--- src/rtl/atm_ctrl_multi.sv ---
// Multi-account ATM transaction controller: per-account balance/PIN/lock
// registers, PIN retry limit with card retention, per-session withdrawal
// cap, inactivity timeout and a one-cycle registered result strobe.
module atm_ctrl_multi #(
  parameter int unsigned BAL_W       = 32,
  parameter int unsigned PIN_W       = 4,
  parameter int unsigned N_ACCT      = 4,
  parameter int unsigned MAX_TRIES   = 3,
  parameter int unsigned TIMEOUT     = 16,
  parameter logic [BAL_W-1:0] INIT_BAL    = 32'h000F4240,
  parameter logic [PIN_W-1:0] DEFAULT_PIN = 4'b1010,
  parameter logic [BAL_W-1:0] WD_LIMIT    = 32'd50000,
  localparam int unsigned AW = (N_ACCT > 1) ? $clog2(N_ACCT) : 1
) (
  input  logic             clk,
  input  logic             reset,
  input  logic             card_in,
  input  logic [AW-1:0]    acct_id,
  input  logic [PIN_W-1:0] pin,
  input  logic             pin_valid,
  input  logic [1:0]       op_code,
  input  logic [BAL_W-1:0] amount,
  input  logic             op_valid,
  input  logic             eject_req,
  output logic [BAL_W-1:0] balance,
  output logic [2:0]       status,
  output logic             rsp_valid,
  output logic             eject,
  output logic             retain,
  output logic             busy
);

  localparam int unsigned TW = (MAX_TRIES > 0) ? $clog2(MAX_TRIES + 1) : 1;
  localparam int unsigned CW = (TIMEOUT > 2) ? $clog2(TIMEOUT) : 1;

  typedef enum logic [2:0] {
    S_IDLE, S_PIN, S_CHOOSE, S_EXEC, S_SHOW, S_EJECT, S_WAIT_OUT, S_RETAIN
  } state_e;

  typedef enum logic [2:0] {
    ST_OK, ST_BAD_PIN, ST_INSUFF, ST_OVERFLOW, ST_LIMIT, ST_LOCKED, ST_TIMEOUT
  } status_e;

  state_e           state, state_d;
  logic [AW-1:0]    acct;
  logic [TW-1:0]    tries, tries_nxt;
  logic [CW-1:0]    timer;
  logic [1:0]       op_q;
  logic [BAL_W-1:0] amt_q, sess;
  status_e          res, res_d, stat_d;
  logic             pend, pend_d;

  logic [BAL_W-1:0] bal  [N_ACCT];
  logic [PIN_W-1:0] pins [N_ACCT];
  logic [N_ACCT-1:0] lock;

  logic             acct_ok, id_ok, id_locked;
  logic [BAL_W-1:0] bal_sel, bal_wd;
  logic [BAL_W:0]   dep_sum, wd_sum;
  logic [PIN_W-1:0] pin_wd;
  logic acct_ld, sess_clr, tries_clr, tries_inc, timer_clr, timer_inc, op_ld;
  logic bal_we, pin_we, lock_set, sess_we, res_ld, rsp_d, eject_d, retain_d;

  // Account lookup and the wide arithmetic used for overflow/limit checks
  always_comb begin
    acct_ok   = {1'b0, acct} < (AW+1)'(N_ACCT);
    id_ok     = {1'b0, acct_id} < (AW+1)'(N_ACCT);
    id_locked = id_ok && lock[acct_id];
    bal_sel   = acct_ok ? bal[acct] : '0;
    dep_sum   = {1'b0, bal_sel} + {1'b0, amt_q};
    wd_sum    = {1'b0, sess} + {1'b0, amt_q};
    tries_nxt = tries + TW'(1);
  end

  // State register
  always_ff @(posedge clk or negedge reset) begin
    if (!reset) state <= S_IDLE;
    else        state <= state_d;
  end

  // Next-state logic and per-cycle control decisions
  always_comb begin
    state_d = state;   acct_ld = 1'b0;   sess_clr = 1'b0;  tries_clr = 1'b0;
    tries_inc = 1'b0;  timer_clr = 1'b0; timer_inc = 1'b0; op_ld = 1'b0;
    bal_we = 1'b0;     bal_wd = bal_sel; pin_we = 1'b0;    pin_wd = amt_q[PIN_W-1:0];
    lock_set = 1'b0;   sess_we = 1'b0;   res_ld = 1'b0;    res_d = res;
    pend_d = pend;     rsp_d = 1'b0;     stat_d = res;     eject_d = 1'b0;
    retain_d = 1'b0;
    case (state)
      S_IDLE: if (card_in) begin
        acct_ld = 1'b1;
        if (!id_ok || id_locked) begin
          res_ld = 1'b1; res_d = ST_LOCKED; pend_d = 1'b1; state_d = S_EJECT;
        end else begin
          tries_clr = 1'b1; sess_clr = 1'b1; timer_clr = 1'b1; pend_d = 1'b0;
          state_d = S_PIN;
        end
      end
      S_PIN: begin
        if (!card_in) state_d = S_IDLE;
        else if (pin_valid) begin
          timer_clr = 1'b1;
          if (pin == pins[acct]) state_d = S_CHOOSE;
          else begin
            rsp_d = 1'b1; stat_d = ST_BAD_PIN; tries_inc = 1'b1;
            if (tries_nxt == TW'(MAX_TRIES)) begin
              lock_set = 1'b1; state_d = S_RETAIN;
            end
          end
        end else if (timer == CW'(TIMEOUT - 1)) begin
          res_ld = 1'b1; res_d = ST_TIMEOUT; pend_d = 1'b1; state_d = S_EJECT;
        end else timer_inc = 1'b1;
      end
      S_CHOOSE: begin
        if (!card_in) state_d = S_IDLE;
        else if (eject_req) begin
          pend_d = 1'b0; state_d = S_EJECT;
        end else if (op_valid) begin
          op_ld = 1'b1; timer_clr = 1'b1; state_d = S_EXEC;
        end else if (timer == CW'(TIMEOUT - 1)) begin
          res_ld = 1'b1; res_d = ST_TIMEOUT; pend_d = 1'b1; state_d = S_EJECT;
        end else timer_inc = 1'b1;
      end
      S_EXEC: begin
        res_ld = 1'b1; res_d = ST_OK; state_d = S_SHOW;
        case (op_q)
          2'b00: if (dep_sum[BAL_W]) res_d = ST_OVERFLOW;
                 else begin bal_we = 1'b1; bal_wd = dep_sum[BAL_W-1:0]; end
          2'b01: if (amt_q > bal_sel) res_d = ST_INSUFF;
                 else if (wd_sum > {1'b0, WD_LIMIT}) res_d = ST_LIMIT;
                 else begin
                   bal_we = 1'b1; bal_wd = bal_sel - amt_q; sess_we = 1'b1;
                 end
          2'b10: res_d = ST_OK;
          2'b11: pin_we = 1'b1;
        endcase
      end
      S_SHOW: begin
        rsp_d = 1'b1; stat_d = res; timer_clr = 1'b1; state_d = S_CHOOSE;
      end
      S_EJECT: begin
        eject_d = 1'b1; rsp_d = pend; stat_d = res; pend_d = 1'b0;
        state_d = S_WAIT_OUT;
      end
      S_WAIT_OUT: if (!card_in) state_d = S_IDLE;
      S_RETAIN: begin
        retain_d = 1'b1; state_d = S_IDLE;
      end
      default: state_d = S_IDLE;
    endcase
  end

  // Session registers and registered outputs; the balance reported with a
  // strobe is read after EXEC has written it, so SHOW sees the new value
  always_ff @(posedge clk or negedge reset) begin
    if (!reset) begin
      acct <= '0;  tries <= '0;  timer <= '0;  op_q <= '0;  amt_q <= '0;
      sess <= '0;  res <= ST_OK; pend <= 1'b0;
      balance <= '0; status <= '0; rsp_valid <= 1'b0;
      eject <= 1'b0; retain <= 1'b0; busy <= 1'b0;
    end else begin
      if (acct_ld) acct <= acct_id;
      if (tries_clr)      tries <= '0;
      else if (tries_inc) tries <= tries_nxt;
      if (timer_clr)      timer <= '0;
      else if (timer_inc) timer <= timer + CW'(1);
      if (op_ld) begin
        op_q  <= op_code;
        amt_q <= amount;
      end
      if (sess_clr)     sess <= '0;
      else if (sess_we) sess <= wd_sum[BAL_W-1:0];
      if (res_ld) res <= res_d;
      pend      <= pend_d;
      rsp_valid <= rsp_d;
      eject     <= eject_d;
      retain    <= retain_d;
      busy      <= (state_d != S_IDLE);
      if (rsp_d) begin
        status  <= stat_d;
        balance <= bal_sel;
      end
    end
  end

  // Per-account balance, PIN and lock storage
  always_ff @(posedge clk or negedge reset) begin
    if (!reset) begin
      for (int unsigned i = 0; i < N_ACCT; i++) begin
        bal[i]  <= INIT_BAL;
        pins[i] <= DEFAULT_PIN;
      end
      lock <= '0;
    end else begin
      if (bal_we)   bal[acct]  <= bal_wd;
      if (pin_we)   pins[acct] <= pin_wd;
      if (lock_set) lock[acct] <= 1'b1;
    end
  end

endmodule
--- config.mk ---
export PLATFORM = sky130hd
export DESIGN_NAME = atm_ctrl_multi
export DESIGN_NICKNAME = d
export VERILOG_FILES = /design/src/rtl/atm_ctrl_multi.sv
export SDC_FILE = /design/constraint.sdc
export NUM_CORES = 1
export LEC_CHECK = 0
export BUFFER_PORTS_ARGS = -buffer_cell sky130_fd_sc_hd__buf_4
export CORE_MARGIN = 1.5
export CORE_UTILIZATION = 60
export CTS_BUF_LIST = sky130_fd_sc_hd__clkbuf_8 sky130_fd_sc_hd__clkbuf_16
export DETAILED_ROUTE_END_ITERATION = 16
export GPL_ROUTABILITY_DRIVEN = 0
export PLACE_DENSITY = 0.89
export SKIP_LAST_GASP = 1
export SLEW_MARGIN = 20
export SYNTH_ARGS = -nofsm -noshare
export SYNTH_HDL_FRONTEND = slang
export SYNTH_SLANG_ARGS = --single-unit
--- constraint.sdc ---
create_clock -name clk -period 12.67 [get_ports clk]
set_input_delay 1.9005 -clock clk [delete_from_list [all_inputs] [get_ports clk]]
set_output_delay 1.9005 -clock clk [all_outputs]
set_load 0.01 [all_outputs]
Word level (Yosys, flattened, before mapping)
Index checks and enable logic that the tools add are counted.
Operators by class
  $add $sub $neg: 5
  $mul: 0
  divide/modulo/power cells: 0
  $lt $le $gt $ge: 7
  equal/unequal tests: 20
  shift operators: 0
  mux-type cells: 113
  bitwise operators: 2
  reductions and logical operators: 12
Operators by type and width (count)
  32-bit two-way mux: 9
  128-bit bitwise mux: 1
  3-bit two-way mux: 25
  32-bit by 32-bit adder with 33-bit output: 2
  32-bit binary-select mux with 2-bit select: 1
  32-bit demux with 2-bit select: 1
  32-bit one-hot mux with 2 select lines: 1
  1-bit two-way mux: 53
  33-bit by 16-bit > comparator with 1-bit output, second input constant: 1
  32-bit > comparator: 1
  32-bit subtractor: 1
  3-bit one-hot mux with 8 select lines: 1
  4-bit two-way mux: 5
  16-bit bitwise mux: 1
  2-bit != test, second input constant: 7
  3-bit equality test, second input constant: 4
  1-bit one-hot mux with 4 select lines: 3
  3-bit one-hot mux with 4 select lines: 1
  9-bit AND reduction: 1
  4-bit binary-select mux with 2-bit select: 1
  4-bit demux with 2-bit select: 1
  4-bit nonzero test: 2
  3-bit by 2-bit equality test with 1-bit output, second input constant: 2
  2-bit by 3-bit < comparator with 1-bit output, second input constant: 2
  25 further kinds: 32
Storage, ports and cells
  flip-flop bits (word level): 268
  latch bits: 0
  memory bits (writable): 0
  memory bits (read-only): 0
  input bits: 46
  output and inout bits: 39
  word-level logic and storage cells: 183
  memories: 0

Longest topological paths before layout
  word-level depth: 11
  gate-level depth with buffers: 21
  mapped depth without buffers: 16

Worst setup path before layout
No wires, ideal clock.
  path kind: register to register
  start point: reg acct[0]
  end point: reg bal[35] (netlist name)
  library setup time: 0.125 ns
  arrival time: 5.590 ns
  data required time: 12.545 ns
  setup slack: 6.955 ns
  stages on the path, launching flop included: 18
  buffers on the path: 5
  clock period less this slack: 5.715 ns
  path through: dfrtp_1 -> clkbuf_1 -> clkbuf_1 -> buf_1 -> mux4_2 -> fa_1 -> nor2b_1 -> o311ai_0 -> a21oi_1 -> a221oi_1 -> o22ai_1 -> o21ai_1 -> a21oi_1 -> nor2_1 -> o211a_1 -> buf_2 -> buf_2 -> mux2_2
On the way
  longest elaborated chain between the ends: 10
  elaborated cells between the ends (all ways): 22
  classes of those cells: add/sub (2); order compare (3); mux (15); bitwise (1); reduce/logical (1)
Ends and longest elaborated chain
  from (decl): RTL line 45  | logic [AW-1:0] acct;
  from (signal assigned): RTL line 162  | if (acct_ld) acct <= acct_id;
  2-bit inverter with 3-bit output (not written as such) (*): RTL line 69  | bal_sel = acct_ok ? bal[acct] : '0;
  32-bit binary-select mux with 2-bit select (*): RTL line 69
  32-bit two-way mux (not written as such) (*) (2 in a row): RTL line 69
  net bal_sel[1]: RTL line 58  | logic [BAL_W-1:0] bal_sel, bal_wd;
  32-bit subtractor: RTL line 132  | bal_we = 1'b1; bal_wd = bal_sel - amt_q; sess_we = 1'b1;
  32-bit two-way mux: RTL line 130  | else if (wd_sum > {1'b0, WD_LIMIT}) res_d = ST_LIMIT;
  32-bit two-way mux: RTL line 129  | 2'b01: if (amt_q > bal_sel) res_d = ST_INSUFF;
  32-bit one-hot mux with 2 select lines: RTL line 126  | case (op_q)
  32-bit two-way mux: RTL line 89  | case (state)
  128-bit bitwise mux: RTL line 195  | if (bal_we) bal[acct] <= bal_wd;
  to (signal, indexed assignment): RTL line 195
  to (decl): RTL line 53  | logic [BAL_W-1:0] bal [N_ACCT];
The timed path passes the listed nets; every way through them passes the cells marked *. The select of a mux whose other input is x is not followed.
A chain may end at the register's enable or synchronous reset.

Worst setup path after layout
  start point: reg acct[0]
  end point: reg bal[110] (netlist name)
The elaborated chain is that of the path after synthesis.

==> results by group <==
Setup path
  • WS Path Type: flip-flop to flip-flop
  • Reg2reg setup slack: 5.31 ns
  • RR Startpoint: acct[0]
  • Critical Path Start Type: flip-flop
  • WP depth: 17
  • CP dominant cell by count: buf_4
  • Top delay family on crit path: compound AO/OA/AOI/OAI gates
  • Critical path arrival: 7.88 ns
  • Buf/Inv on CP: 3
  • Crit path cell chain: buf_4 -> mux4_2 -> ha_1 -> fa_1 -> nor2b_1 -> o311ai_0 -> a21oi_1 -> a221oi_1 -> buf_4 -> o22ai_1 -> o21ai_1 -> a2bb2oi_1 -> nor2_1 -> buf_4 -> o21ai_0 -> a31oi_1 -> mux2_2
  • Worst Setup SP: acct[0]
  • Reg2Reg Depth: 17
  • Critical Path End Type: flip-flop
  • R2r endpoint: bal[110]
  • CP Max Fanout: 45
  • CP endpoint: bal[110]
  • Slowest CP cell: nor2_1
  • CP required: 13.19 ns
  • CP max stage delay: 1.03 ns

Detailed routing
  • DRC viols: 0
  • Initial DRC Count: 1926
  • Final wirelength: 50.3 mm
  • Routed via count: 15300
  • First-pass DRT Iterations: 6
  • Routed Antenna Nets: 0
  • Via-per-instance ratio: 6.97
  • WL/cell: 22.9 µm

Timing
  • Slew margin rel.: a little under a fifth
  • Setup TNS: 0 ns
  • Setup Skew: 0.0140 ns
  • Final Cycle Share: approximately three fifths
  • Slew Viols, Final: 0
  • Final setup violating endpoints: 0
  • Worst slew pin tran: ~1.2 ns
  • Min Tclk post-route: 7.36 ns
  • Unrepaired setup endpoints after global routing: no
  • Fmax achieved: 0.136 GHz
  • Final Hold Viols: 0

CTS
  • CTS H-Tree Depth: 1
  • Clock buffer depth: 3
  • Clock Latency Late Sink: 0.58 ns
  • Post-CTS Resized: 0
  • Root Driver: clkbuf_16
  • CTS tree: yes
  • Hold buffer count at cts: 0
  • CTS Sinks: 268
  • Clock-pin slew on the worst setup and hold paths: 0.06 ns
  • Post-CTS Setup Bufs: 0
  • TritonCTS buffer count: 30

Hold path
  • HP Start: res[0]
  • Worst hold path type: flip-flop to flip-flop

Floorplanning
  • # rows: 62
  • Number of I/O pins: 85
  • Die Ht: 175 µm
  • Core area: 28900 µm²
  • Initial Util: between 60% and 70%
  • Die area: ~30000 µm²
  • Die X: 175 µm

Place
  • DP Cell Count: 2134
  • Dpl hpwl: 34.6 mm
  • Port buffer count: 84
  • Placed cell area: roughly 19000 µm²

Synthesis
  • Sequential-to-total area share from yosys stat: a little under two fifths
  • Adder-Cell Fraction of Synth Area: 7.22%
  • Post-synthesis mux area share: between 10% and 20%
  • Syn Inst Count: 1756
  • Share of synthesized registers carrying an async set or reset: 100%
  • Yosys warnings: 0
  • Seq cells post-synth: 268
  • Top_reg_cell synth: dfrtp_1
  • EDFF count, synth: 0
  • Distinct cells, synth: 86
  • XOR/XNOR share of the synthesized area: 1.67%
  • Synth Area in Simple Gates: about an eighth
  • Syn_area_per_cell: 10.1 µm²
  • Compound-Gate Fraction of Synth Area: 17.6%
  • Post-Synthesis Net Count: 1903
  • Largest family of logic cells by synthesized area: multiplexers
  • Mapped Area: 17800 µm²

Power and ir drop
  • Pwr Total: 0.00471 W
  • Pleak: around 9.2 nW
  • Pwr dens: 238 nW/µm²
  • Worst vdd ir: 0.000159 V

Finish
  • Layout cells sized above 1: 24.4%
  • Most frequent cells in the layout: 230 x dfrtp_1, 182 x mux2_2, 117 x a21oi_1, 102 x nand2_1, 101 x nor2_1
  • NumNets Final: 1931
  • P&R area growth vs syn: 11.0%
  • Fin cells: 2193
  • Non-Filler Cell Area, Final: just under 20000 µm²
  • Commonest non-fill, non-tap cell in the layout: dfrtp_1

Global routing
  • First-pass GRT wire length: just over 80 mm
  • Largest net degree at the start of global routing: ~130
  • Vias in the first global route: 15400
  • Tot GR Track Use: 32.8%
  • Total congestion overflow: 0
  • Antenna violations before repair: 0

Status
  • Outcome: complete, no violations

Job
  • Max-cap violations: 0
-- tightest hold or removal path, stage by stage (launching register included) --
cell and delay (ns):
dfrtp_1 0.35, nand2_1 0.05, nand2_1 0.05
-- cells in the mapped netlist (22+ instances only) --
master / number / area [µm²]
a21oi_1: 118 / 591
mux4_2: 36 / 811
a21o_1: 28 / 210
o21ai_0: 69 / 345
nor2_1: 103 / 387
mux2_2: 182 / 2050
ha_1: 98 / 1230
and3_1: 24 / 150
nand2b_1: 28 / 175
nor3_1: 46 / 230
a31oi_1: 22 / 138
dfstp_2: 36 / 946
xnor2_1: 26 / 228
inv_1: 90 / 338
nand2_1: 103 / 387
o21bai_1: 24 / 180
mux2i_1: 40 / 400
buf_2: 25 / 125
clkbuf_1: 68 / 255
nor2b_1: 28 / 175
dfrtp_1: 232 / 5810
-- per-layer routing --
metal | share of wire [%] | track usage, %
met5 | 0 | 0
met1 | 38 | 41.9
met3 | 9.5 | 6.21
met2 | 47 | 53.5
met4 | 5.5 | 16.8
-- stage by stage --
step           utilization (%)  hold WS (ns)  setup WS, ns
2_1_floorplan                -         0.437          6.95
3_3_place_gp              64.3         0.452          5.98
3_5_place_dp              64.3         0.463          5.83
4_1_cts                   68.1         0.479          5.63
5_1_grt                   68.3         0.494          5.15
6_report                  68.3         0.480          5.31
-- layout make-up --
cell class / instances / area (µm²)
flip-flops and latches: 268 / 6750
fillers: 1998 / 9160
clock inverters: 18 / 240
repair buffers: 101 / 802
multi-input cells: 1293 / 10300
clock buffers: 38 / 861
well taps: 384 / 480
inverters: 90 / 338
diodes: 1 / 2.50
-- flip-flops by register name (all words and copies together), names as in the netlist, 2 cells and up --
signal	count
bal	128
amt_q	32
balance	32
sess	32
pins	16
lock	4
timer	4
res	3
state	3
status	3
acct	2
op_q	2
tries	2
-- report_power, final --
| part | switching, W | total, W | internal [W] |
|---|---|---|---|
| clock | 0.000381 | 0.000963 | 0.000582 |
| sequential | 0.000241 | 0.00131 | 0.00107 |
| combinational | 0.00148 | 0.00244 | 0.000958 |
-- cells by family after synthesis --
family,after synthesis
AOI/OAI and AO/OA,455
and+or+nand+nor,440
DFF,268
muxes,263
buffers and inverters,195
adders and majority gates,101
xor gates and xnor gates,34
-- worst min path at each step --
stage                endpoint  cells after the start  slack [ns]
global route          bal[38]                      2        0.49
global placement       bal[6]                      2        0.45
detailed placement  status[0]                      2        0.46
finish              status[0]                      2        0.48
floorplan             lock[2]                      1        0.44
CTS                 status[0]                      2        0.48
Note: power is estimated with default switching activity, not from simulation.
